$ cat src/rtl/fir_pkg.sv
`default_nettype none
// +--------------------------------------------------------------------------+
// | Package : fir_pkg                                                        |
// | Shared definitions for the fir_filter / fir_inverse family: default      |
// | coefficient set and its array type, accumulator width helper and the     |
// | deconvolution FSM state encoding.                                        |
// | Revision: 1.0 - initial release                                          |
// +--------------------------------------------------------------------------+
package fir_pkg;

  localparam int DEF_N   = 3;
  localparam int DEF_W_K = 4;

  // Coefficient array at the default order/width; entry i is K[i], signed.
  typedef logic [DEF_N:0][DEF_W_K-1:0] coef_arr_t;

  localparam coef_arr_t K_DEFAULT = {4'd1, 4'd1, 4'd1, 4'd1};

  typedef enum logic [1:0] {
    IDLE = 2'd0,
    MAC  = 2'd1,
    OUT  = 2'd2
  } fir_state_e;

  // Wide enough that y minus every tap product can never wrap.
  function automatic int w_acc(input int w_x, input int w_k, input int n, input int w_y);
    int prod_sum;
    prod_sum = w_x + w_k + $clog2(n + 1);
    return ((w_y > prod_sum) ? w_y : prod_sum) + 1;
  endfunction

endpackage
`default_nettype wire

$ cat src/rtl/fir_inverse_sat_trunc.sv
`default_nettype none
// +--------------------------------------------------------------------------+
// | Module  : sat_trunc                                                      |
// | Combinational signed saturator, W_IN -> W_OUT (W_IN >= W_OUT).           |
// | Ports   : in_val  [W_IN]  signed input                                   |
// |           out_val [W_OUT] input clamped to the W_OUT signed range        |
// |           ovf             high when clamping took place                  |
// | Revision: 1.0 - initial release                                          |
// +--------------------------------------------------------------------------+
module sat_trunc #(
  parameter int W_IN  = 13,
  parameter int W_OUT = 4
) (
  input  logic signed [W_IN-1:0]  in_val,
  output logic signed [W_OUT-1:0] out_val,
  output logic                    ovf
);

  // The value fits iff every bit from the output sign bit upward is identical.
  logic [W_IN-W_OUT:0] top_bits;
  assign top_bits = in_val[W_IN-1:W_OUT-1];

  always_comb begin
    ovf     = !((&top_bits) || !(|top_bits));
    out_val = in_val[W_OUT-1:0];
    if (ovf) begin
      out_val = in_val[W_IN-1] ? {1'b1, {(W_OUT-1){1'b0}}}
                               : {1'b0, {(W_OUT-1){1'b1}}};
    end
  end

endmodule
`default_nettype wire

$ cat src/rtl/fir_inverse.sv
`default_nettype none
// +--------------------------------------------------------------------------+
// | Module  : fir_inverse                                                    |
// | Recovers x from y = sum K[i]*x[n-i] (K[0]=1) by the recursion            |
// | x[n] = y[n] - sum_{i=1..N} K[i]*x[n-i], one tap per cycle through one    |
// | shared multiplier. Recovered samples are saturated to W_X bits.          |
// | Ports   : clk, rstn (async, active-low), clr (sync history clear)        |
// |           s_valid/s_ready/s_y   : input FIR sample stream                |
// |           m_valid/m_ready/m_x/m_ovf : recovered sample stream            |
// | Revision: 1.0 - initial release                                          |
// +--------------------------------------------------------------------------+
module fir_inverse
  import fir_pkg::*;
#(
  parameter int                     N   = DEF_N,
  parameter int                     W_X = 4,
  parameter int                     W_K = DEF_W_K,
  parameter int                     W_Y = W_X + W_K + N + 1,
  parameter logic [N:0][W_K-1:0]    K   = K_DEFAULT
) (
  input  logic                  clk,
  input  logic                  rstn,
  input  logic                  clr,
  input  logic                  s_valid,
  output logic                  s_ready,
  input  logic signed [W_Y-1:0] s_y,
  output logic                  m_valid,
  input  logic                  m_ready,
  output logic signed [W_X-1:0] m_x,
  output logic                  m_ovf
);

  localparam int W_ACC = w_acc(W_X, W_K, N, W_Y);
  localparam int HN    = (N > 0) ? N : 1;       // keep arrays legal for N=0
  localparam int TW    = $clog2(N + 2);         // tap counts 1..N+1

  if (K[0] != W_K'(1)) begin : g_k0_check
    $error("fir_inverse: K[0] must equal 1");
  end

  fir_state_e             state_q, state_d;
  logic signed [W_X-1:0]  hist_q [HN];
  logic signed [W_X-1:0]  hist_d [HN];
  logic signed [W_ACC-1:0] acc_q, acc_d;
  logic [TW-1:0]          tap_q, tap_d;
  logic                   m_valid_q, m_valid_d;
  logic signed [W_X-1:0]  m_x_q, m_x_d;
  logic                   m_ovf_q, m_ovf_d;

  logic signed [W_K-1:0]     k_sel;
  logic signed [W_X-1:0]     h_sel;
  logic signed [W_K+W_X-1:0] prod;
  logic signed [W_ACC-1:0]   sat_in;
  logic signed [W_X-1:0]     sat_x;
  logic                      sat_ovf;

  // Tap operand select: tap i pairs K[i] with hist[i-1].
  always_comb begin
    k_sel = '0;
    h_sel = '0;
    for (int i = 1; i <= N; i++) begin
      if (tap_q == TW'(i)) begin
        k_sel = K[i];
        h_sel = hist_q[i-1];
      end
    end
    prod = (W_K+W_X)'(k_sel) * (W_K+W_X)'(h_sel);
  end

  // With no taps the incoming sample goes straight to the output register.
  assign sat_in = (N == 0) ? W_ACC'(s_y) : acc_q;

  sat_trunc #(
    .W_IN  (W_ACC),
    .W_OUT (W_X)
  ) u_sat (
    .in_val  (sat_in),
    .out_val (sat_x),
    .ovf     (sat_ovf)
  );

  always_comb begin
    state_d   = state_q;
    acc_d     = acc_q;
    tap_d     = tap_q;
    hist_d    = hist_q;
    m_valid_d = m_valid_q;
    m_x_d     = m_x_q;
    m_ovf_d   = m_ovf_q;

    case (state_q)
      IDLE: begin
        // A coincident handshake sees the cleared history, which is what
        // hist_q holds by the time the first tap is evaluated.
        if (clr) begin
          for (int i = 0; i < HN; i++) hist_d[i] = '0;
        end
        if (s_valid) begin
          acc_d = W_ACC'(s_y);
          if (N == 0) begin
            state_d   = OUT;
            m_valid_d = 1'b1;
            m_x_d     = sat_x;
            m_ovf_d   = sat_ovf;
          end else begin
            tap_d   = TW'(1);
            state_d = MAC;
          end
        end
      end

      MAC: begin
        if (clr) begin
          for (int i = 0; i < HN; i++) hist_d[i] = '0;
          state_d = IDLE;
        end else if (tap_q <= TW'(N)) begin
          acc_d = acc_q - W_ACC'(prod);
          tap_d = tap_q + TW'(1);
        end else begin
          // All taps applied: emit and push the emitted (saturated) value.
          state_d   = OUT;
          m_valid_d = 1'b1;
          m_x_d     = sat_x;
          m_ovf_d   = sat_ovf;
          hist_d[0] = sat_x;
          for (int i = 1; i < HN; i++) hist_d[i] = hist_q[i-1];
        end
      end

      OUT: begin
        if (clr) begin
          for (int i = 0; i < HN; i++) hist_d[i] = '0;
        end
        if (m_ready) begin
          m_valid_d = 1'b0;
          state_d   = IDLE;
        end
      end

      default: state_d = IDLE;
    endcase
  end

  always_ff @(posedge clk or negedge rstn) begin
    if (!rstn) begin
      state_q   <= IDLE;
      acc_q     <= '0;
      tap_q     <= '0;
      m_valid_q <= 1'b0;
      m_x_q     <= '0;
      m_ovf_q   <= 1'b0;
      for (int i = 0; i < HN; i++) hist_q[i] <= '0;
    end else begin
      state_q   <= state_d;
      acc_q     <= acc_d;
      tap_q     <= tap_d;
      m_valid_q <= m_valid_d;
      m_x_q     <= m_x_d;
      m_ovf_q   <= m_ovf_d;
      for (int i = 0; i < HN; i++) hist_q[i] <= hist_d[i];
    end
  end

  assign s_ready = (state_q == IDLE);
  assign m_valid = m_valid_q;
  assign m_x     = m_x_q;
  assign m_ovf   = m_ovf_q;

endmodule
`default_nettype wire

$ cat config.mk
export PLATFORM = sky130hd
export DESIGN_NAME = fir_inverse
export DESIGN_NICKNAME = d
export VERILOG_FILES = /design/src/rtl/fir_pkg.sv /design/src/rtl/fir_inverse_sat_trunc.sv /design/src/rtl/fir_inverse.sv
export SDC_FILE = /design/constraint.sdc
export NUM_CORES = 1
export LEC_CHECK = 0
export CORE_MARGIN = 8
export CORE_UTILIZATION = 62
export CTS_CLUSTER_DIAMETER = 100
export CTS_CLUSTER_SIZE = 14
export DETAILED_ROUTE_END_ITERATION = 12
export GPL_ROUTABILITY_DRIVEN = 0
export PLACE_DENSITY = 0.84
export SYNTH_ARGS = -nofsm -noshare
export SYNTH_HDL_FRONTEND = slang
export SYNTH_SLANG_ARGS = --single-unit
$ cat constraint.sdc
create_clock -name clk -period 5.3 [get_ports clk]
set_input_delay 0.53 -clock clk [delete_from_list [all_inputs] [get_ports clk]]
set_output_delay 0.53 -clock clk [all_outputs]
set_load 0.005 [all_outputs]
==> run metrics <==
status=finished, final reports clean; DRC=0; Cell Pwr Density=588 nW/µm²; Initial Util=64.0%; Worst Tran Pin Value=0.821 ns; Initial DRT Pass Iterations=4; Yosys reg bits=36; CTS tree=built; PostCTS Resize Cnt=0; WL/cell=15.7 µm; hpwl dp=4080 µm; # nets final=345; share of post-route cells with drive strength above 1=9.94%; Yosys cell types=53; gr ovfl total=0; clock transition at the registers of the reported paths=0.08 ns; WL final=5690 µm; critical path class=flop to flop; TNS Setup=0 ns; min Tclk post-route=3.69 ns; post-layout power=0.00170 W; total track usage=19.1%; Primary FF master, synth=dfrtp_1; Die Ht=80.0 µm; CP Max Fanout=17; worst clock skew=0.00728 ns; Root Driver=clkbuf_8; H-tree lvl count=2; IO buf count=23; post-synthesis cell count=291; Num CTS Buffers=5; Final Hold Viols=0; CTS sink count=36; Static Leakage=1.29 nW; largest net degree at the start of global routing=37; Clock Latency Late Sink=0.29 ns; Final ANT Viol Nets=0; CP endpoint kind=flop; Max Clk Rate=0.271 GHz; fraction of registers with async set/reset=100%; synthesized area=2540 µm²; unrepaired setup endpoints after global routing=no; Avg Cell Area, Syn=8.74 µm²; final number of setup-violating endpoints=0; Max-cap violations=0; Arrival @ worst endpoint=3.86 ns; Via density=6.01; 1st-iter DRT viols=126; CP Launch Type=flop; fillcell total=313; die width=80.0 µm; Synthesis Warnings=0; Period Utilization, post-route=69.6%; sequential element share of the synthesized area=35.4%; number of global-route vias before repair=2,072; core area=3970 µm²; Hold Path Class=input pin to asynchronous set/reset pin; hold_buf cts=0; Post-CTS Setup Inserts=0; Max clock buf depth=2; initial antenna violation count=0; Cell Rows=23; first-pass GRT wire length=9640 µm; Area Growth Syn to Fin=13.7%; IO Pins=24; Post-synth EDFFs=0; max-slew violations=0; Rel. slew slack=45.2%; Max IR drop VDD=0.000299 V; Worst EP required=5.48 ns; Net Count, Synth=325; n_diodes=0; via count=2,174; full die area=6410 µm²
## per-layer routing
| metal | GRT usage (%) | part of all wire (%) | wire (µm) | vias up |
|---|---|---|---|---|
| met5 | 0 | 0 | 0 | - |
| met1 | 25.7 | 48 | 2730 | 1051 |
| met2 | 28.7 | 45 | 2540 | 47 |
| met3 | 4.84 | 6.0 | 339 | 8 |
| li1 | - | - | - | 1068 |
| met4 | 6.91 | 1.4 | 79 | 0 |
## cell type report
type	count	area [µm²]	share of cell area [%]
multi-input combinational	227	1510	52.4
sequential	36	901	31.2
clock inverter	2	35.0	1.21
clock buffer	6	72.6	2.51
tap	50	62.6	2.16
timing repair buffer	26	248	8.57
inverter	15	57.6	1.99
## final timing paths
kind	end	cells past startpoint	startpoint	slack (ns)
max	acc_q[9]	14	tap_q[0]	1.61
max in group asynchronous	m_valid	1	rstn	4.46
min	hist_q[11]	1	rstn	0.33
max reg2reg	acc_q[9]	14	tap_q[0]	1.61
min reg2reg	m_x[1]	1	m_x[1]	0.48
min in group clk	m_x[1]	1	m_x[1]	0.48
## sequential cells by signal, summed over array words and instances (netlist names)
| register | flops |
|---|---|
| acc_q | 13 |
| m_ovf | 1 |
| hist_q | 12 |
| m_valid | 1 |
| m_x | 4 |
| tap_q | 3 |
| state_q | 2 |
## stage by stage
step                util (%)  hold WS (ns)  area (µm²)  std cells  setup slack [ns]
floorplan                  -         0.234        2540        291              2.01
global placement        70.1         0.461        2780        354              1.74
detailed placement      70.1         0.469        2780        354              1.66
CTS                     72.8         0.358        2890        362              1.64
global route            72.8         0.396        2890        362              1.32
finish                  72.8         0.329        2890        362              1.61
## kinds of logic (layout without fill, tap and decap cells)
| group | count (synthesis) | after routing | synth area share [%] |
|---|---|---|---|
| adder cells (fa/ha/maj) | 17 | 17 | 8.66 |
| multiplexers | 3 | 3 | 1.18 |
| AO/OA/AOI/OAI | 88 | 88 | 23.3 |
| XOR/XNOR | 18 | 18 | 6.20 |
| flip-flops | 36 | 36 | 35.4 |
| buffers and inverters | 28 | 49 | 5.02 |
| AND/OR/NAND/NOR | 101 | 101 | 20.2 |
## synth_stat cells (2+ instances only)
cell type | number | area (µm²)
mux2i_1 | 3 | 30.0
nand4_1 | 3 | 18.8
inv_1 | 14 | 52.6
nor3_1 | 2 | 10.0
and2_1 | 4 | 25.0
nand2_2 | 2 | 12.5
nor4_1 | 5 | 31.3
ha_1 | 16 | 200
o22ai_1 | 4 | 25.0
o31ai_1 | 2 | 15.0
buf_2 | 2 | 10.0
a221oi_2 | 2 | 30.0
xnor2_1 | 13 | 114
nand2_1 | 43 | 161
xor2_1 | 5 | 43.8
a211oi_1 | 2 | 15.0
nand2b_1 | 5 | 31.3
nor2_1 | 13 | 48.8
buf_4 | 3 | 22.5
or2_2 | 10 | 62.6
a21o_1 | 14 | 105
clkbuf_1 | 7 | 26.3
o21ai_0 | 25 | 125
a21oi_1 | 20 | 100
a31oi_1 | 4 | 25.0
dfrtp_1 | 36 | 901
and3_1 | 5 | 31.3
nor2b_1 | 2 | 12.5
## report_power, final
group | total, W | leakage [nW] | switching, W | internal, W
clock network | 0.000242 | 0.0552 | 0.000103 | 0.000140
logic | 0.000979 | 0.784 | 0.000544 | 0.000435
registers | 0.000479 | 0.455 | 0.000103 | 0.000375
## layout by cell type (no fill, tap or decap), types with 3 or more instances in the layout
cell type and instances:
and3_1 5, nor2_1 13, nor4_1 5, a31oi_1 4
clkbuf_8 5, nand4_1 3, xor2_1 5, a21oi_1 20
nand2b_1 5, ha_1 16, o22ai_1 4, xnor2_1 13
mux2i_1 3, and2_1 4, o21ai_0 25, or2_2 10
clkdlybuf4s50_1 22, a21o_1 14, inv_1 14, buf_4 3
dfrtp_1 36, nand2_1 43
## critical path: stages (launching register included)
cell and delay [ns]:
dfrtp_1 0.44, ha_1 0.22, ha_1 0.32, or2_4 0.31
a21oi_1 0.15, nor2_1 0.06, buf_4 0.20, or2_2 0.29
ha_1 0.36, and2_1 0.23, a221oi_1 0.33, o21ba_2 0.20
nand2_2 0.07, nor4_1 0.27, o31ai_1 0.12
No activity file was read; power rests on OpenSTA's default activity.
